**config.mk**
```make
export PLATFORM = sky130hd
export DESIGN_NAME = piso_shift_tx
export DESIGN_NICKNAME = d
export VERILOG_FILES = /design/src/rtl/piso_pkg.sv /design/src/rtl/piso_shift_tx_bit_counter.sv /design/src/rtl/piso_shift_tx.sv
export SDC_FILE = /design/constraint.sdc
export NUM_CORES = 1
export LEC_CHECK = 0
export BUFFER_PORTS_ARGS = -buffer_cell sky130_fd_sc_hd__buf_4
export CAP_MARGIN = 5
export CORE_MARGIN = 5
export CORE_UTILIZATION = 45
export CTS_CLUSTER_DIAMETER = 40
export DETAILED_ROUTE_END_ITERATION = 16
export MAX_ROUTING_LAYER = met4
export PLACE_DENSITY = 0.7
export SYNTH_ARGS = -nofsm -noshare
export SYNTH_HDL_FRONTEND = slang
export SYNTH_SLANG_ARGS = --single-unit
```
**constraint.sdc**
```tcl
create_clock -name clk -period 3.21 [get_ports clk]
set_clock_uncertainty 0.15 [all_clocks]
set_input_delay 0.963 -clock clk [delete_from_list [all_inputs] [get_ports clk]]
set_output_delay 0.963 -clock clk [all_outputs]
set_load 0.05 [all_outputs]
```
**src/rtl/piso_pkg.sv**
```systemverilog
// Shared types and constants for the piso_shift_tx serial transmitter.
package piso_pkg;

  localparam logic RESET_ACTIVE = 1'b0;

  localparam logic [1:0] ST_IDLE   = 2'd0;
  localparam logic [1:0] ST_SHIFT  = 2'd1;
  localparam logic [1:0] ST_PARITY = 2'd2;

  typedef enum logic [1:0] {
    S_IDLE   = ST_IDLE,
    S_SHIFT  = ST_SHIFT,
    S_PARITY = ST_PARITY
  } state_e;

  // Bit-counter width; a 2-bit word still needs one counter bit.
  function automatic int cnt_w(input int w);
    return (w <= 2) ? 1 : $clog2(w);
  endfunction

endpackage

```
**src/rtl/piso_shift_tx_bit_counter.sv**
```systemverilog
// Loadable up-counter with terminal-count flag at WIDTH-1; synchronous active-low reset.
module piso_bit_counter
  import piso_pkg::*;
#(
  parameter int WIDTH = 8,
  parameter int CW    = cnt_w(WIDTH)
) (
  input  logic          clk,
  input  logic          reset,
  input  logic          load,
  input  logic          inc,
  output logic [CW-1:0] count,
  output logic          tc
);

  logic [CW-1:0] count_q, count_d;

  always_comb begin
    count_d = count_q;
    if (load) begin
      count_d = '0;
    end else if (inc) begin
      count_d = count_q + 1'b1;
    end
  end

  always_ff @(posedge clk) begin
    if (reset == RESET_ACTIVE) begin
      count_q <= '0;
    end else begin
      count_q <= count_d;
    end
  end

  assign count = count_q;
  assign tc    = (count_q == CW'(WIDTH - 1));

endmodule

```
**src/rtl/piso_shift_tx.sv**
```systemverilog
// Parallel-in/serial-out transmitter with valid/ready load and bit strobes.
// Optional even-parity trailer bit when PISO_PARITY_EN is defined.
module piso_shift_tx
  import piso_pkg::*;
#(
  parameter int WIDTH     = 8,
  parameter int MSB_FIRST = 1
) (
  input  logic             clk,
  input  logic             reset,
  input  logic [WIDTH-1:0] data,
  input  logic             load_valid,
  output logic             load_ready,
  output logic             q,
  output logic             q_valid,
  output logic             first,
  output logic             last
);

  localparam int CW = cnt_w(WIDTH);

  state_e           state_q, state_d;
  logic [WIDTH-1:0] sr_q, sr_d, sr_shift;
  logic [CW-1:0]    cnt;
  logic             cnt_tc, cnt_load, cnt_inc;
  logic             out_bit;
`ifdef PISO_PARITY_EN
  logic             parity_q, parity_d;
`endif

  assign out_bit  = (MSB_FIRST != 0) ? sr_q[WIDTH-1] : sr_q[0];
  assign sr_shift = (MSB_FIRST != 0) ? {sr_q[WIDTH-2:0], 1'b0} : {1'b0, sr_q[WIDTH-1:1]};

  piso_bit_counter #(.WIDTH(WIDTH), .CW(CW)) u_cnt (
    .clk   (clk),
    .reset (reset),
    .load  (cnt_load),
    .inc   (cnt_inc),
    .count (cnt),
    .tc    (cnt_tc)
  );

  always_comb begin
    state_d    = state_q;
    sr_d       = sr_q;
    cnt_load   = 1'b0;
    cnt_inc    = 1'b0;
    load_ready = 1'b0;
    q          = 1'b0;
    q_valid    = 1'b0;
    first      = 1'b0;
    last       = 1'b0;
`ifdef PISO_PARITY_EN
    parity_d   = parity_q;
`endif
    case (state_q)
      S_IDLE: load_ready = 1'b1;
      S_SHIFT: begin
        q_valid = 1'b1;
        q       = out_bit;
        first   = (cnt == '0);
        sr_d    = sr_shift;
`ifdef PISO_PARITY_EN
        parity_d = parity_q ^ out_bit;
`endif
        // Hold the counter at WIDTH-1 so it only ever restarts via reload.
        if (!cnt_tc) begin
          cnt_inc = 1'b1;
        end else begin
`ifdef PISO_PARITY_EN
          state_d = S_PARITY;
`else
          last       = 1'b1;
          load_ready = 1'b1;
          state_d    = S_IDLE;
`endif
        end
      end
`ifdef PISO_PARITY_EN
      S_PARITY: begin
        q_valid    = 1'b1;
        q          = parity_q;
        last       = 1'b1;
        load_ready = 1'b1;
        state_d    = S_IDLE;
      end
`endif
      default: state_d = S_IDLE;
    endcase

    // A transfer in the final cycle of a frame starts the next one with no gap.
    if (load_ready && load_valid) begin
      state_d  = S_SHIFT;
      sr_d     = data;
      cnt_load = 1'b1;
`ifdef PISO_PARITY_EN
      parity_d = 1'b0;
`endif
    end
  end

  always_ff @(posedge clk) begin
    if (reset == RESET_ACTIVE) begin
      state_q  <= S_IDLE;
      sr_q     <= '0;
`ifdef PISO_PARITY_EN
      parity_q <= 1'b0;
`endif
    end else begin
      state_q  <= state_d;
      sr_q     <= sr_d;
`ifdef PISO_PARITY_EN
      parity_q <= parity_d;
`endif
    end
  end

endmodule

```
==> results.tsv, run 1 <==
metric	value	unit
Pleak	0.306	nW
Routed WL per cell	13.3	um
DP Cell Count	96	
dominant cells by area after synthesis	dfxtp_1 41%, o21ai_0 12%, a31oi_1 7.5%	
commonest cells in the netlist	14 x o21ai_0, 12 x dfxtp_1, 7 x a21oi_1, 7 x a31oi_1	
Slew headroom	63.8	%
Resized cells post-CTS	0	
Sink Count	12	
Overall Global Routing Usage	14.4	%
clock tree buffer depth	2	
Final Setup Violations	0	
Post-DRT Antenna Nets	0	
DP Wirelength	870	um
Worst-path clk slew	0.08	ns
Initial Util	46.3	%
Pint	0.254	mW
first-pass GRT wire length	2.13	mm
combinational share of power	18.5	%
fin cells	100	
Clk pwr share	34.5	%
most common flop cell mapped by yosys	dfxtp_1	
Worst Path Max Fanout	13	
# H-tree levels	1	
die width	46.1	um
crit path time final	2.74	ns
Clk Latency, worst-skew pair	0.28	ns
Layout Nets	100	
layout cell share with drive strength beyond 1	27.1	%
Final Power	0.351	mW
num rows	13	
routed wire length	1.33	mm
number of port buffers	15	
Power Density	482	nW/um^2
worst-margin pin slew	0.541	ns
die area	2130	um^2
core region area	1270	um^2
Sw Share	27.7	%
sequential share of power	47.0	%
cell with the most instances after synthesis	o21ai_0	
number of DRC markers in iteration 0	28	
Post-synth EDFFs	0	
final hold violations	0	
CP arrival	1.62	ns
final core utilization	57.3	%
status	finished, final reports clean	
final worst path period share	85.3	%
Slew Viols, Final	0	
Root Driver	clkbuf_4	
CTS buffer count	3	
top-area cell type share of the netlist area	40.9	%
CTS tree	built	
diodes inserted	0	
post-synth cell types	23	
Synth area leader	dfxtp_1	
Synth Area per Inst	8.38	um^2
total number of vias	546	
Final WS setup	0.473	ns
setup_tns	0	ns
Ys Warns	0	
die height	46.1	um
Synth Register Bits	12	
WS Path Type	reg2out	
peak supply drop	0.319	mV
Post-Synthesis Cells	70	
drt via density	5.46	
post-synthesis sequential area ratio	40.9	%
synthesized area	587	um^2
max_cap viols	0	
CP Capture Type	output pin	
First-pass DRT Iterations	4	
Ports	16	
Critical Path RT	2.10	ns
pre-CTS WS	0.772	ns
Hold WC Path Type	reg2reg	
synthesized net count	84	
postcts setup bufs	0	
GR Overflow Total	0	
cts hold-fix bufs	0	
unrepaired setup endpoints after global routing	false	
DRC Markers	0	
vias in the first global route	473	
Filler cells	127	
pin count of the biggest net entering global routing	14	
initial antenna violation count	0	
Psw	0.0970	mW
GP Congestion	0.736	
CP Launch Type	flip-flop	
Post-synth ARST share	0	%
Max Clk Rate	0.365	GHz
P&R area growth vs syn	23.9	%
## power groups by stage
| stage | Clock, mW | Sequential [mW] | Combinational [mW] |
|---|---|---|---|
| after floorplan | 0 | 0.170 | 0.0429 |
| after global placement | 0 | 0.168 | 0.0634 |
| after detailed placement | 0 | 0.168 | 0.0638 |
| after CTS | 0.126 | 0.165 | 0.0645 |
| after global routing | 0.133 | 0.166 | 0.0709 |
| final | 0.121 | 0.165 | 0.0648 |
## cells by family after synthesis
group	Yosys count	share of synthesized area, %
AO/OA/AOI/OAI	33	32.0
AND/OR/NAND/NOR	14	13.4
flip-flops	12	40.9
buffers and inverters	8	7.25
adder cells (fa/ha/maj)	3	6.40
## cell type report
type	instances	area (um^2)	share of cell area (%)
well taps	15	18.8	2.58
repair buffers	15	113	15.5
flip-flops and latches	12	240	33.0
clock buffers	4	36.3	4.99
multi-input cells	50	304	41.8
inverters	4	15.0	2.07
## worst max-delay path, cell delays in order, from the launching register on
cell	delay, ns
dfxtp_1	0.33
ha_1	0.20
ha_1	0.22
nor2b_4	0.24
inv_2	0.15
buf_4	0.22
## state kept, by name, summed over array words and instances (netlist names)
name / flops
sr_q: 8
state_q: 1
u_cnt.count: 3
## layout by cell type, fill, tap and decap left out
cell type	n
nor2_1	3
dfxtp_1	12
a21boi_0	1
nor2b_4	1
a31oi_1	7
o21ai_0	14
clkbuf_8	1
a21oi_1	7
or2_0	1
and2_2	2
buf_4	15
nor3_1	1
nand2_1	3
nand3_1	2
clkbuf_4	3
inv_1	3
o21a_1	1
ha_1	3
a32oi_1	1
nor2b_1	1
inv_2	1
a21boi_1	2
## final timing paths
kind	startpoint	endpoint	slack, ns	cells after the start
max	u_cnt.count[0]	load_ready	0.47	5
max reg2reg	u_cnt.count[0]	sr_q[7]	1.52	6
min	sr_q[3]	sr_q[4]	0.33	2
min reg2reg	sr_q[3]	sr_q[4]	0.33	2
## stage by stage
step	hold slack [ns]	cell area, um^2
2_1_floorplan	0.294	587
3_3_place_gp	0.323	691
3_5_place_dp	0.315	691
4_1_cts	0.327	727
5_1_grt	0.358	727
6_report	0.326	727
## routing by layer
metal,global-route usage [%],share of wire (%)
met5,-,0
met4,6.25,0.83
met3,6.25,9.3
met2,19.8,44
met1,18.0,46
Note: power is estimated with default switching activity, not from simulation.
==> run 2, diff against run 1 <==
--- a/config.mk
+++ b/config.mk
@@ -7,12 +7,13 @@
 export LEC_CHECK = 0
 export BUFFER_PORTS_ARGS = -buffer_cell sky130_fd_sc_hd__buf_4
 export CAP_MARGIN = 5
-export CORE_MARGIN = 5
-export CORE_UTILIZATION = 45
+export CORE_AREA = 2 2 39 41
 export CTS_CLUSTER_DIAMETER = 40
 export DETAILED_ROUTE_END_ITERATION = 16
+export DIE_AREA = 0 0 41 43
 export MAX_ROUTING_LAYER = met4
-export PLACE_DENSITY = 0.7
+export PLACE_DENSITY = 0.67
 export SYNTH_ARGS = -nofsm -noshare
 export SYNTH_HDL_FRONTEND = slang
+export SYNTH_HIERARCHICAL = 1
 export SYNTH_SLANG_ARGS = --single-unit
==> results.tsv, run 2 <==
metric	value	unit
Final Setup Violations	0	
first-pass GRT wire length	1.80	mm
drt via density	5.60	
Overall Global Routing Usage	16.0	%
# H-tree levels	1	
dominant cells by area after synthesis	dfxtp_1 43%, o21ai_0 13%, a31oi_1 7.9%	
pre-CTS WS	0.839	ns
diodes inserted	0	
Worst-path clk slew	0.08	ns
num rows	14	
Initial Util	40.2	%
initial antenna violation count	0	
Slew headroom	68.1	%
R2R setup slack	1.42	ns
commonest cells after routing, fill and taps aside	16 x buf_4, 14 x o21ai_0, 12 x dfxtp_1	
Post-synth EDFFs	0	
top-area cell type share of the netlist area	43.1	%
final worst path period share	82.8	%
worst flop-to-flop path startpoint	u_cnt/count[0]	
Worst Path Max Fanout	10	
commonest cells in the netlist	14 x o21ai_0, 12 x dfxtp_1, 7 x a21oi_1, 7 x a31oi_1, 5 x nor2_1	
CP peak stage delay	0.34	ns
reg-to-reg endpoint	u_cnt/count[1]	
Hold WC Path Type	reg2reg	
cts hold-fix bufs	0	
Post-Synthesis Cells	63	
final core utilization	51.3	%
max_cap viols	0	
Synth Area per Inst	8.84	um^2
Post-DRT Antenna Nets	0	
Resized cells post-CTS	0	
core region area	1380	um^2
WHS Endpoint	sr_q[4]	
status	finished, final reports clean	
Post-synth ARST share	0	%
synthesized net count	76	
CP arrival	1.54	ns
Sink Count	12	
Synth area leader	dfxtp_1	
final hold violations	0	
First-pass DRT Iterations	4	
Root Driver	clkbuf_4	
post-synth cell types	20	
Power Density	456	nW/um^2
largest reg by FF count	sr_q	
CTS buffer count	3	
total number of vias	538	
synthesized area	557	um^2
DP Wirelength	848	um
routed wire length	1.21	mm
vias in the first global route	439	
Critical Path Slowest Stage Cell	dfxtp_1	
WS Path Type	reg2out	
clock tree buffer depth	2	
postcts setup bufs	0	
cell-by-cell trace of the critical path	ha_1 -> ha_1 -> and2b_1 -> inv_8 -> buf_4	
Layout Nets	95	
layout cell share with drive strength beyond 1	26.3	%
Ys Warns	6	
Routed WL per cell	12.6	um
Pleak	0.298	nW
worst-margin pin slew	0.476	ns
Critical Path RT	2.10	ns
CP Launch Type	flip-flop	
P&R area growth vs syn	27.4	%
GR Overflow Total	0	
GP Congestion	0.763	
post-synthesis sequential area ratio	43.1	%
crit-path most repeated cell	ha_1	
DRC Markers	0	
Max Clk Rate	0.376	GHz
die width	41	um
die area	1760	um^2
cell with the most instances after synthesis	o21ai_0	
CTS tree	built	
Clk Latency, worst-skew pair	0.27	ns
die height	43	um
most common flop cell mapped by yosys	dfxtp_1	
Slew Viols, Final	0	
CP Capture Type	output pin	
Ports	16	
Synth Register Bits	12	
number of port buffers	15	
pin count of the biggest net entering global routing	12	
crit path time final	2.66	ns
unrepaired setup endpoints after global routing	false	
setup_tns	0	ns
number of DRC markers in iteration 0	17	
hold_sp	sr_q[3]	
Final Power	0.324	mW
cell depth of the worst flop-to-flop path	7	
Final WS setup	0.552	ns
peak supply drop	0.195	mV
commonest non-fill, non-tap cell in the layout	buf_4	
max reg flops	8	
Hold Crit Depth	2	
## run 2: cell types whose count changed in the layout (fill, tap and decap cells not counted), sizes merged, moves of 2 or more
cell    delta
nand3      -2
a21boi     -2
nand2      -3
nor2       +2
inv        -2
mux2i      +2
## run 2: how the worst max path moves through the flow
stage | start | to | slack (ns)
finish | u_cnt/count[0] | load_ready | 0.55
global route | u_cnt/count[0] | load_ready | 0.49
CTS | u_cnt/count[0] | load_ready | 0.53
detailed placement | u_cnt/count[0] | load_ready | 0.84
global placement | u_cnt/count[0] | load_ready | 0.86
floorplan | state_q[0] | first | 0.43
## run 2: stage by stage
stage          area [um^2]  cells  hold WS [ns]
6_report               709     96         0.327
5_1_grt                709     96         0.337
4_1_cts                709     96         0.327
3_5_place_dp           687     93         0.316
3_3_place_gp           687     93         0.311
2_1_floorplan          563     63         0.294
## run 2: critical path, delay by kind of cell, from the launching register on
kind                       cells  cell delay (ns)
adders and majority gates      2             0.39
DFF                            1             0.34
and+or+nand+nor                1             0.30
buffers and inverters          2             0.25
## run 2: cells by family (layout without fill, tap and decap cells)
group,count (synthesis),in the layout,synth area share (%)
XOR/XNOR,1,1,1.57
AO/OA/AOI/OAI,30,30,29.7
flip-flops,12,12,43.1
AND/OR/NAND/NOR,12,12,11.9
buffers and inverters,4,21,5.62
adder cells (fa/ha/maj),2,2,4.49
multiplexers,2,2,3.60
## run 2: per-layer routing
metal	track usage, %	vias to the layer above	routed length, um
li1	-	268	-
met1	19.3	245	515
met2	22.5	23	588
met3	3.14	2	93
met4	12.0	0	8
met5	-	-	0
## run 2: report_power, final
part	switching [mW]	total (mW)	internal, mW	leakage (nW)
Combinational	0.0396	0.0675	0.0279	0.186
Sequential	0.00576	0.165	0.159	0.0989
Clock	0.0481	0.0915	0.0434	0.0138
## run 2: layout make-up
| cell class | instances | area, um^2 |
|---|---|---|
| fillers | 136 | 674 |
| multi-input cells | 47 | 292 |
| flip-flops and latches | 12 | 240 |
| repair buffers | 16 | 120 |
| clock buffers | 3 | 22.5 |
| well taps | 16 | 20.0 |
| inverters | 2 | 15.0 |
==> run 3, diff against run 2 <==
--- a/config.mk
+++ b/config.mk
@@ -5,14 +5,14 @@
 export SDC_FILE = /design/constraint.sdc
 export NUM_CORES = 1
 export LEC_CHECK = 0
+export ABC_AREA = 1
 export BUFFER_PORTS_ARGS = -buffer_cell sky130_fd_sc_hd__buf_4
 export CAP_MARGIN = 5
-export CORE_AREA = 2 2 39 41
+export CORE_UTILIZATION = 45
 export CTS_CLUSTER_DIAMETER = 40
 export DETAILED_ROUTE_END_ITERATION = 16
-export DIE_AREA = 0 0 41 43
 export MAX_ROUTING_LAYER = met4
-export PLACE_DENSITY = 0.67
+export PLACE_DENSITY = 0.69
 export SYNTH_ARGS = -nofsm -noshare
 export SYNTH_HDL_FRONTEND = slang
 export SYNTH_HIERARCHICAL = 1
==> constraint.sdc (replaced) <==
create_clock -name clk -period 2.65 [get_ports clk]
set_clock_uncertainty 0.15 [all_clocks]
set_input_delay 0.795 -clock clk [delete_from_list [all_inputs] [get_ports clk]]
set_output_delay 0.795 -clock clk [all_outputs]
set_load 0.05 [all_outputs]
==> results.tsv, run 3 <==
metric	value	unit
dominant cells by area after synthesis	dfxtp_1 38%, nand2_1 11%, a21oi_1 9.5%	
die width	39.5	um
Pleak	0.402	nW
Design Area, Final	792	um^2
WS Path Type	reg2out	
routed wire length	1.22	mm
max reg flops	8	
Resized cells post-CTS	0	
core region area	1300	um^2
CP arrival	1.59	ns
Slew Viols, Final	0	
CP Capture Type	output pin	
Post-synth ARST share	0	%
pre-CTS WS	0.415	ns
Clk Latency, worst-skew pair	0.27	ns
CP Launch Type	flip-flop	
clock tree buffer depth	2	
number of port buffers	15	
Sink Count	12	
post-synthesis sequential area ratio	37.9	%
Final WS setup	0.116	ns
pin count of the biggest net entering global routing	18	
max_cap viols	0	
Ports	16	
synthesized area	633	um^2
reg-to-reg endpoint	u_cnt/count[2]	
DP Cell Count	124	
Worst Path Max Fanout	17	
First-pass DRT Iterations	4	
layout cell share with drive strength beyond 1	22.1	%
GP Congestion	0.662	
die area	1560	um^2
Post-synth EDFFs	0	
die height	39.5	um
worst flop-to-flop path startpoint	u_cnt/count[0]	
# H-tree levels	1	
first-pass GRT wire length	1.75	mm
Critical Path Slowest Stage Cell	dfxtp_1	
Final Power	0.433	mW
most common flop cell mapped by yosys	dfxtp_1	
Max Clk Rate	0.395	GHz
Overall Global Routing Usage	16.8	%
initial antenna violation count	0	
commonest cells after routing, fill and taps aside	18 x nand2_1, 15 x inv_1, 15 x buf_4	
total number of vias	621	
WHS	0.343	ns
GR Overflow Total	0	
Synth Register Bits	12	
final hold violations	0	
vias in the first global route	449	
setup_tns	0	ns
Initial Util	48.7	%
R2R setup slack	0.94	ns
Root Driver	clkbuf_4	
Worst-path clk slew	0.08	ns
crit path time final	2.53	ns
worst path bufs/invs	2	
cts hold-fix bufs	0	
worst-margin pin slew	0.288	ns
unrepaired setup endpoints after global routing	false	
cell-by-cell trace of the critical path	ha_1 -> ha_1 -> inv_1 -> nand2_2 -> buf_4	
Slew headroom	80.8	%
status	finished, final reports clean	
post-synth cell types	15	
Synth area leader	dfxtp_1	
crit-path most repeated cell	ha_1	
postcts setup bufs	0	
drt via density	4.85	
top-area cell type share of the netlist area	37.9	%
Final Setup Violations	0	
fin cells	128	
CP peak stage delay	0.42	ns
cell with the most instances after synthesis	nand2_1	
cell depth of the worst flop-to-flop path	8	
Post-DRT Antenna Nets	0	
peak supply drop	0.337	mV
hold_sp	sr_q[0]	
Critical Path RT	1.71	ns
diodes inserted	0	
Routed WL per cell	9.50	um
CTS tree	built	
final core utilization	60.9	%
DP Wirelength	873	um
largest reg by FF count	sr_q	
Top delay family on crit path	flip-flops	
WHS Endpoint	sr_q[0]	
instance area at placement	756	um^2
Hold WC Path Type	reg2reg	
CTS buffer count	3	
P&R area growth vs syn	25.1	%
commonest non-fill, non-tap cell in the layout	nand2_1	
num rows	13	
final worst path period share	95.6	%
DRC Markers	0	
Synth Area per Inst	6.53	um^2
number of DRC markers in iteration 0	10	
Power Density	547	nW/um^2
Ys Warns	6	
commonest cells in the netlist	18 x nand2_1, 15 x inv_1, 14 x nor2_1	
Layout Nets	127	
Hold Crit Depth	2	
synthesized net count	110	
Post-Synthesis Cells	97	
## run 3: cell types whose count changed in the layout (fill, tap and decap cells not counted), moves of 2 or more
cell | previous run | this run
nand2_2 | 0 | 2
inv_2 | 0 | 2
nor2_1 | 5 | 14
inv_1 | 1 | 15
and2_1 | 2 | 0
nand2_1 | 0 | 18
o21ai_0 | 14 | 7
a21oi_1 | 7 | 12
a31oi_1 | 7 | 0
mux2i_1 | 2 | 0
nand3_1 | 0 | 8
## run 3: worst max-delay path by stage
stage | startpoint | end | slack [ns] | cells after the start
global placement | u_cnt/count[0] | load_ready | 0.45 | 5
global route | u_cnt/count[0] | load_ready | 0.02 | 5
floorplan | state_q[0] | first | 0.17 | 2
CTS | u_cnt/count[0] | load_ready | 0.11 | 5
detailed placement | u_cnt/count[0] | load_ready | 0.42 | 5
finish | u_cnt/count[0] | load_ready | 0.12 | 5
## run 3: kinds of logic after synthesis
logic type / share of synthesized area [%]
adder cells (fa/ha/maj): 3.95
buffers and inverters: 13.8
AO/OA/AOI/OAI: 15.0
AND/OR/NAND/NOR: 29.2
flip-flops: 37.9
## run 3: report_power, final
group / internal, mW / total [mW] / switching [mW]
sequential: 0.193 / 0.200 / 0.00786
combinational: 0.0340 / 0.0888 / 0.0548
clock: 0.0834 / 0.144 / 0.0604
## run 3: routing by layer
metal  part of all wire (%)  GRT usage [%]  vias to the layer above  wire, um
met5                      0              -                        -         0
met4                      0           5.17                        0         0
met3                    5.1           5.11                        0        62
met2                     44           26.2                       13       539
met1                     50           20.5                      274       614
li1                       -              -                      334         -
## run 3: worst min-delay path, delay by kind of cell, from the launching register on
kind               cells  cell delay, ns
DFF                    1            0.31
AOI/OAI and AO/OA      1            0.06
and+or+nand+nor        1            0.08
## run 3: area by class of cell
| type | instances | area (um^2) |
|---|---|---|
| Inverter | 17 | 63.8 |
| Timing Repair Buffer | 15 | 113 |
| Tap cell | 15 | 18.8 |
| Fill cell | 137 | 509 |
| Clock buffer | 4 | 36.3 |
| Multi-Input combinational cell | 65 | 320 |
| Sequential cell | 12 | 240 |
